File: src/rtl/mem_arb.sv
// Two-requester memory arbiter: round-robin grant onto a shared memory port,
// with an in-order source-ID FIFO that steers memory responses back to their requester.
module mem_arb #(
    parameter int p_req_bits     = 77,
    parameter int p_resp_bits    = 77,
    parameter int p_max_inflight = 4
) (
    input  logic                   clk,
    input  logic                   rst,

    input  logic                   req0_val,
    output logic                   req0_rdy,
    input  logic [p_req_bits-1:0]  req0_msg,

    input  logic                   req1_val,
    output logic                   req1_rdy,
    input  logic [p_req_bits-1:0]  req1_msg,

    output logic                   resp0_val,
    input  logic                   resp0_rdy,
    output logic [p_resp_bits-1:0] resp0_msg,

    output logic                   resp1_val,
    input  logic                   resp1_rdy,
    output logic [p_resp_bits-1:0] resp1_msg,

    output logic                   mem_req_val,
    input  logic                   mem_req_rdy,
    output logic [p_req_bits-1:0]  mem_req_msg,

    input  logic                   mem_resp_val,
    output logic                   mem_resp_rdy,
    input  logic [p_resp_bits-1:0] mem_resp_msg
);

    localparam int ptr_bits = $clog2(p_max_inflight);
    localparam int cnt_bits = $clog2(p_max_inflight + 1);
    localparam logic [cnt_bits-1:0] cnt_max = cnt_bits'(p_max_inflight);

    logic                      prio;
    logic [cnt_bits-1:0]       cnt;
    logic [ptr_bits-1:0]       wptr;
    logic [ptr_bits-1:0]       rptr;
    logic [p_max_inflight-1:0] ids;

    logic full;
    logic empty;
    logic grant;
    logic head;
    logic req_xfer;
    logic resp_xfer;

    assign full  = (cnt == cnt_max);
    assign empty = (cnt == '0);

    // prio only breaks ties; a lone requester always wins
    assign grant = (req0_val & req1_val) ? prio : req1_val;

    assign mem_req_val = (req0_val | req1_val) & ~full;
    assign mem_req_msg = grant ? req1_msg : req0_msg;
    assign req0_rdy    = mem_req_rdy & ~full & ~grant;
    assign req1_rdy    = mem_req_rdy & ~full & grant;
    assign req_xfer    = mem_req_val & mem_req_rdy;

    assign head         = ids[rptr];
    assign resp0_val    = mem_resp_val & ~empty & ~head;
    assign resp1_val    = mem_resp_val & ~empty & head;
    assign resp0_msg    = mem_resp_msg;
    assign resp1_msg    = mem_resp_msg;
    assign mem_resp_rdy = ~empty & (head ? resp1_rdy : resp0_rdy);
    assign resp_xfer    = mem_resp_val & mem_resp_rdy;

    always_ff @(posedge clk or negedge rst) begin
        if (!rst) begin
            prio <= 1'b0;
            cnt  <= '0;
            wptr <= '0;
            rptr <= '0;
        end else begin
            if (req_xfer) begin
                wptr <= wptr + 1'b1;
                prio <= ~grant;
            end
            if (resp_xfer) begin
                rptr <= rptr + 1'b1;
            end
            case ({req_xfer, resp_xfer})
                2'b10:   cnt <= cnt + 1'b1;
                2'b01:   cnt <= cnt - 1'b1;
                default: cnt <= cnt;
            endcase
        end
    end

    // ID storage needs no reset: entries are only read once cnt covers them
    always_ff @(posedge clk) begin
        if (req_xfer) begin
            ids[wptr] <= grant;
        end
    end

endmodule

File: config.mk
export PLATFORM = sky130hd
export DESIGN_NAME = mem_arb
export DESIGN_NICKNAME = d
export VERILOG_FILES = /design/src/rtl/mem_arb.sv
export SDC_FILE = /design/constraint.sdc
export NUM_CORES = 1
export LEC_CHECK = 0
export CAP_MARGIN = 25
export CORE_AREA = 4 4 184 186
export CTS_CLUSTER_DIAMETER = 200
export DETAILED_ROUTE_END_ITERATION = 6
export DIE_AREA = 0 0 188 190
export SETUP_SLACK_MARGIN = 0.15
export SYNTH_ARGS = -nofsm -noshare
export SYNTH_HDL_FRONTEND = slang
export SYNTH_SLANG_ARGS = --single-unit
export TNS_END_PERCENT = 50
File: constraint.sdc
create_clock -name clk -period 3.82 [get_ports clk]
set_input_delay 0.955 -clock clk [delete_from_list [all_inputs] [get_ports clk]]
set_output_delay 0.955 -clock clk [all_outputs]
set_load 0.02 [all_outputs]
==> impl_metrics.ini <==
[route]
drc = 0
via_count = 2916
routed_wl_mm = 12.4
wl_per_cell_um = 12.5
drt_iter0_markers = 99
ant_nets = 0
vias_per_cell = 2.94
drt_pass1_iterations = 4

[cells_and_area]
design_area_sq_mm = 0.00475
layout-drive-gt1-share = 0.0290
final_cells = 993
synthToLayoutAreaGrowth_pct = 69.5
num_antenna_cells = 0
nNetsFinal = 797

[grt]
overflow = 0
grt_usage = 0.0579
first_global_vias = 2923
grt_pass1_wl_mm = 16.4
grt_max_degree = 57
antenna_found_initial = 0

[floorplan]
die_x_um = 188
fp.coreArea_sq_mm = 0.0323
io_pins = 476
initial_core_util = 0.0867
fp-row-count = 66
die_height_um = 190
die_area_sq_mm = 0.0357

[power_and_ir_drop]
pwr-share-comb = 0.734
switching_share = 0.442
seqPwrFrac = 0.145
internal_power_uw = 906
leakagePower_nw = 2.20
p_total_mw = 1.62
p_sw_uw = 718
power_density_mw_per_mm2 = 342
p_clk_frac = 0.121
peakVddDrop_v = 0.000123

[synth]
synth_top_cell_area_share = 0.416
syn-cell-area_sq_mm = 0.00280
ys_seq_elements = 12
synth_cell_type_count = 31
synth_warnings = 0
syn-num-nets = 712
syn_inst = 467
synth_area_leader_cell = buf_4
yosysSeqAreaShare = 0.114
synth_area_leaders = buf_4, nand2_1, dfrtp_1, edfxtp_1, mux2i_1
avgSynthCellArea_sq_um = 6.00

[outcome]
outcome = completed

[worst_setup_path]
cp_max_fo = 56
rr_worst_depth = 10
cp-start-kind = primary input
crit_type = in2out
r2r_slack_ps = 1480
cp-end-kind = output pin
r2r_start = rptr[1]
r2r-end = cnt[2]
arrival_ps = 2750
cp.required_ps = 2860

[timing]
clock-skew-final_ps = 5.95
max_freq_ghz = 0.270
hold_viol = 0
hold_slack_ps = 480
rsz0062_at_grt = yes
setup_viol = 0
report.final.slew_viol_count = 0
post-route-min-period_ps = 3700
finalCritPeriodShare = 0.969
maxSlewHeadroom = 0.711
worst_slew_pin_slew_ps = 432
fin_setup_tns_ps = 0

[cts]
clkLatencyLatePin_ps = 240
cts_tree = yes
clockBufferDepth = 2
cts_sinks = 12
clkTransAtPathRegs_ps = 50
cts_buffers = 3
cts-root-buf = clkbuf_16
post-cts-setup-buffers = 0
htreeDepth = 1

[placement]
dpl_cell_area_sq_mm = 0.00463
place.gp.congestion = 0.703
hpwl_mm = 10.3
dp_cells = 988
portBuffers = 244

[run]
drv_cap = 0

[min_path]
worst_hold_path_type = reg2reg
worstHoldStart = prio
worstHoldPathCells = 1
min_to = prio
how the worst max path moves through the flow:
| stage | from | to | slack (ps) | cells past startpoint |
|---|---|---|---|---|
| detailed placement | req0_val | mem_req_msg[45] | 70 | 8 |
| global route | req0_val | mem_req_msg[55] | 10 | 8 |
| global placement | req0_val | mem_req_msg[45] | 80 | 8 |
| CTS | req0_val | mem_req_msg[36] | 80 | 8 |
| finish | req0_val | mem_req_msg[42] | 120 | 7 |
| floorplan | req0_val | mem_req_msg[46] | 1130 | 7 |
registers in the layout, summed over array words and instances, names as in the netlist:
| name | cells |
|---|---|
| ids | 4 |
| rptr | 2 |
| wptr | 2 |
| prio | 1 |
| cnt | 3 |
layout by cell type (no fill, tap or decap), drive strengths merged, types with 2 or more instances in the layout:
cell type	n
clkbuf	5
a21oi	2
xnor2	2
dlygate4sd2	23
ha	5
mux2i	7
buf	7
nor2	8
edfxtp	4
xor2	3
inv	7
o21ai	2
nand2	234
clkdlybuf4s50	209
and3	4
dfrtp	8
dlymetal6s2s	10
nand2b	2
worst max-delay path: stages:
cell and delay [ps]:
clkdlybuf4s50_1 500, nand2b_1 100, nand2_4 120, buf_16 210, nand2_1 90, nand2_1 70
clkdlybuf4s50_1 610
per-layer routing:
layer	vias up	wire, um	track usage	share of wire
met3	62	1770	0.0266	0.14
li1	1427	-	-	-
met1	1182	3810	0.0529	0.31
met2	245	6200	0.107	0.50
met4	0	602	0.0316	0.049
met5	-	0	0	0
synth_stat cells:
cell type,count
a21oi_1,1
buf_1,4
nor2b_1,1
nand2b_2,1
and3_1,4
nand2_1,233
a21oi_2,1
nor3_1,1
inv_2,1
o31ai_1,1
buf_2,5
a31oi_1,1
nand2b_1,1
and2_1,1
nand3_1,1
mux2i_1,7
nor2_1,8
buf_4,155
inv_1,6
ha_1,5
fa_1,1
a21boi_0,1
xnor2_1,2
xor2_1,3
o21ai_0,1
edfxtp_1,4
nand2_2,1
nor3b_2,1
clkbuf_1,6
o21ai_1,1
dfrtp_1,8
cell families after synthesis:
group,share of synthesized area
xor+xnor,0.0156
simple gates,0.352
fa+ha+maj,0.0295
buf+inv,0.447
mux,0.0250
compound gates,0.0161
flops,0.114
power groups by stage:
stage	Combinational, mW	Sequential, mW	Clock (mW)
after CTS	1.19	0.237	0.201
after detailed placement	1.21	0.239	0
after global routing	1.30	0.244	0.205
final	1.19	0.236	0.197
after floorplan	0.848	0.226	0
after global placement	1.20	0.236	0
final cells by class:
cell class	instances	area (sq um)
clock buffer	4	78.8
fill	3689	27500
inverter	7	28.8
multi-input combinational	278	1230
sequential	12	320
tap	442	553
timing repair buffer	250	2530
stage by stage:
step | setup WS, ps | utilization
global route | 11.1 | 0.147
CTS | 80.4 | 0.145
global placement | 83.2 | 0.143
floorplan | 1130 | -
finish | 118 | 0.147
detailed placement | 68.2 | 0.143
timing repair:
item	4_1_cts	5_1_grt
gates cloned	0	1
hold buffers	0	0
pin swaps	0	0
endpoints found under the setup margin	68	52
resized for setup	24	12
(Power assumes the default switching activity.)
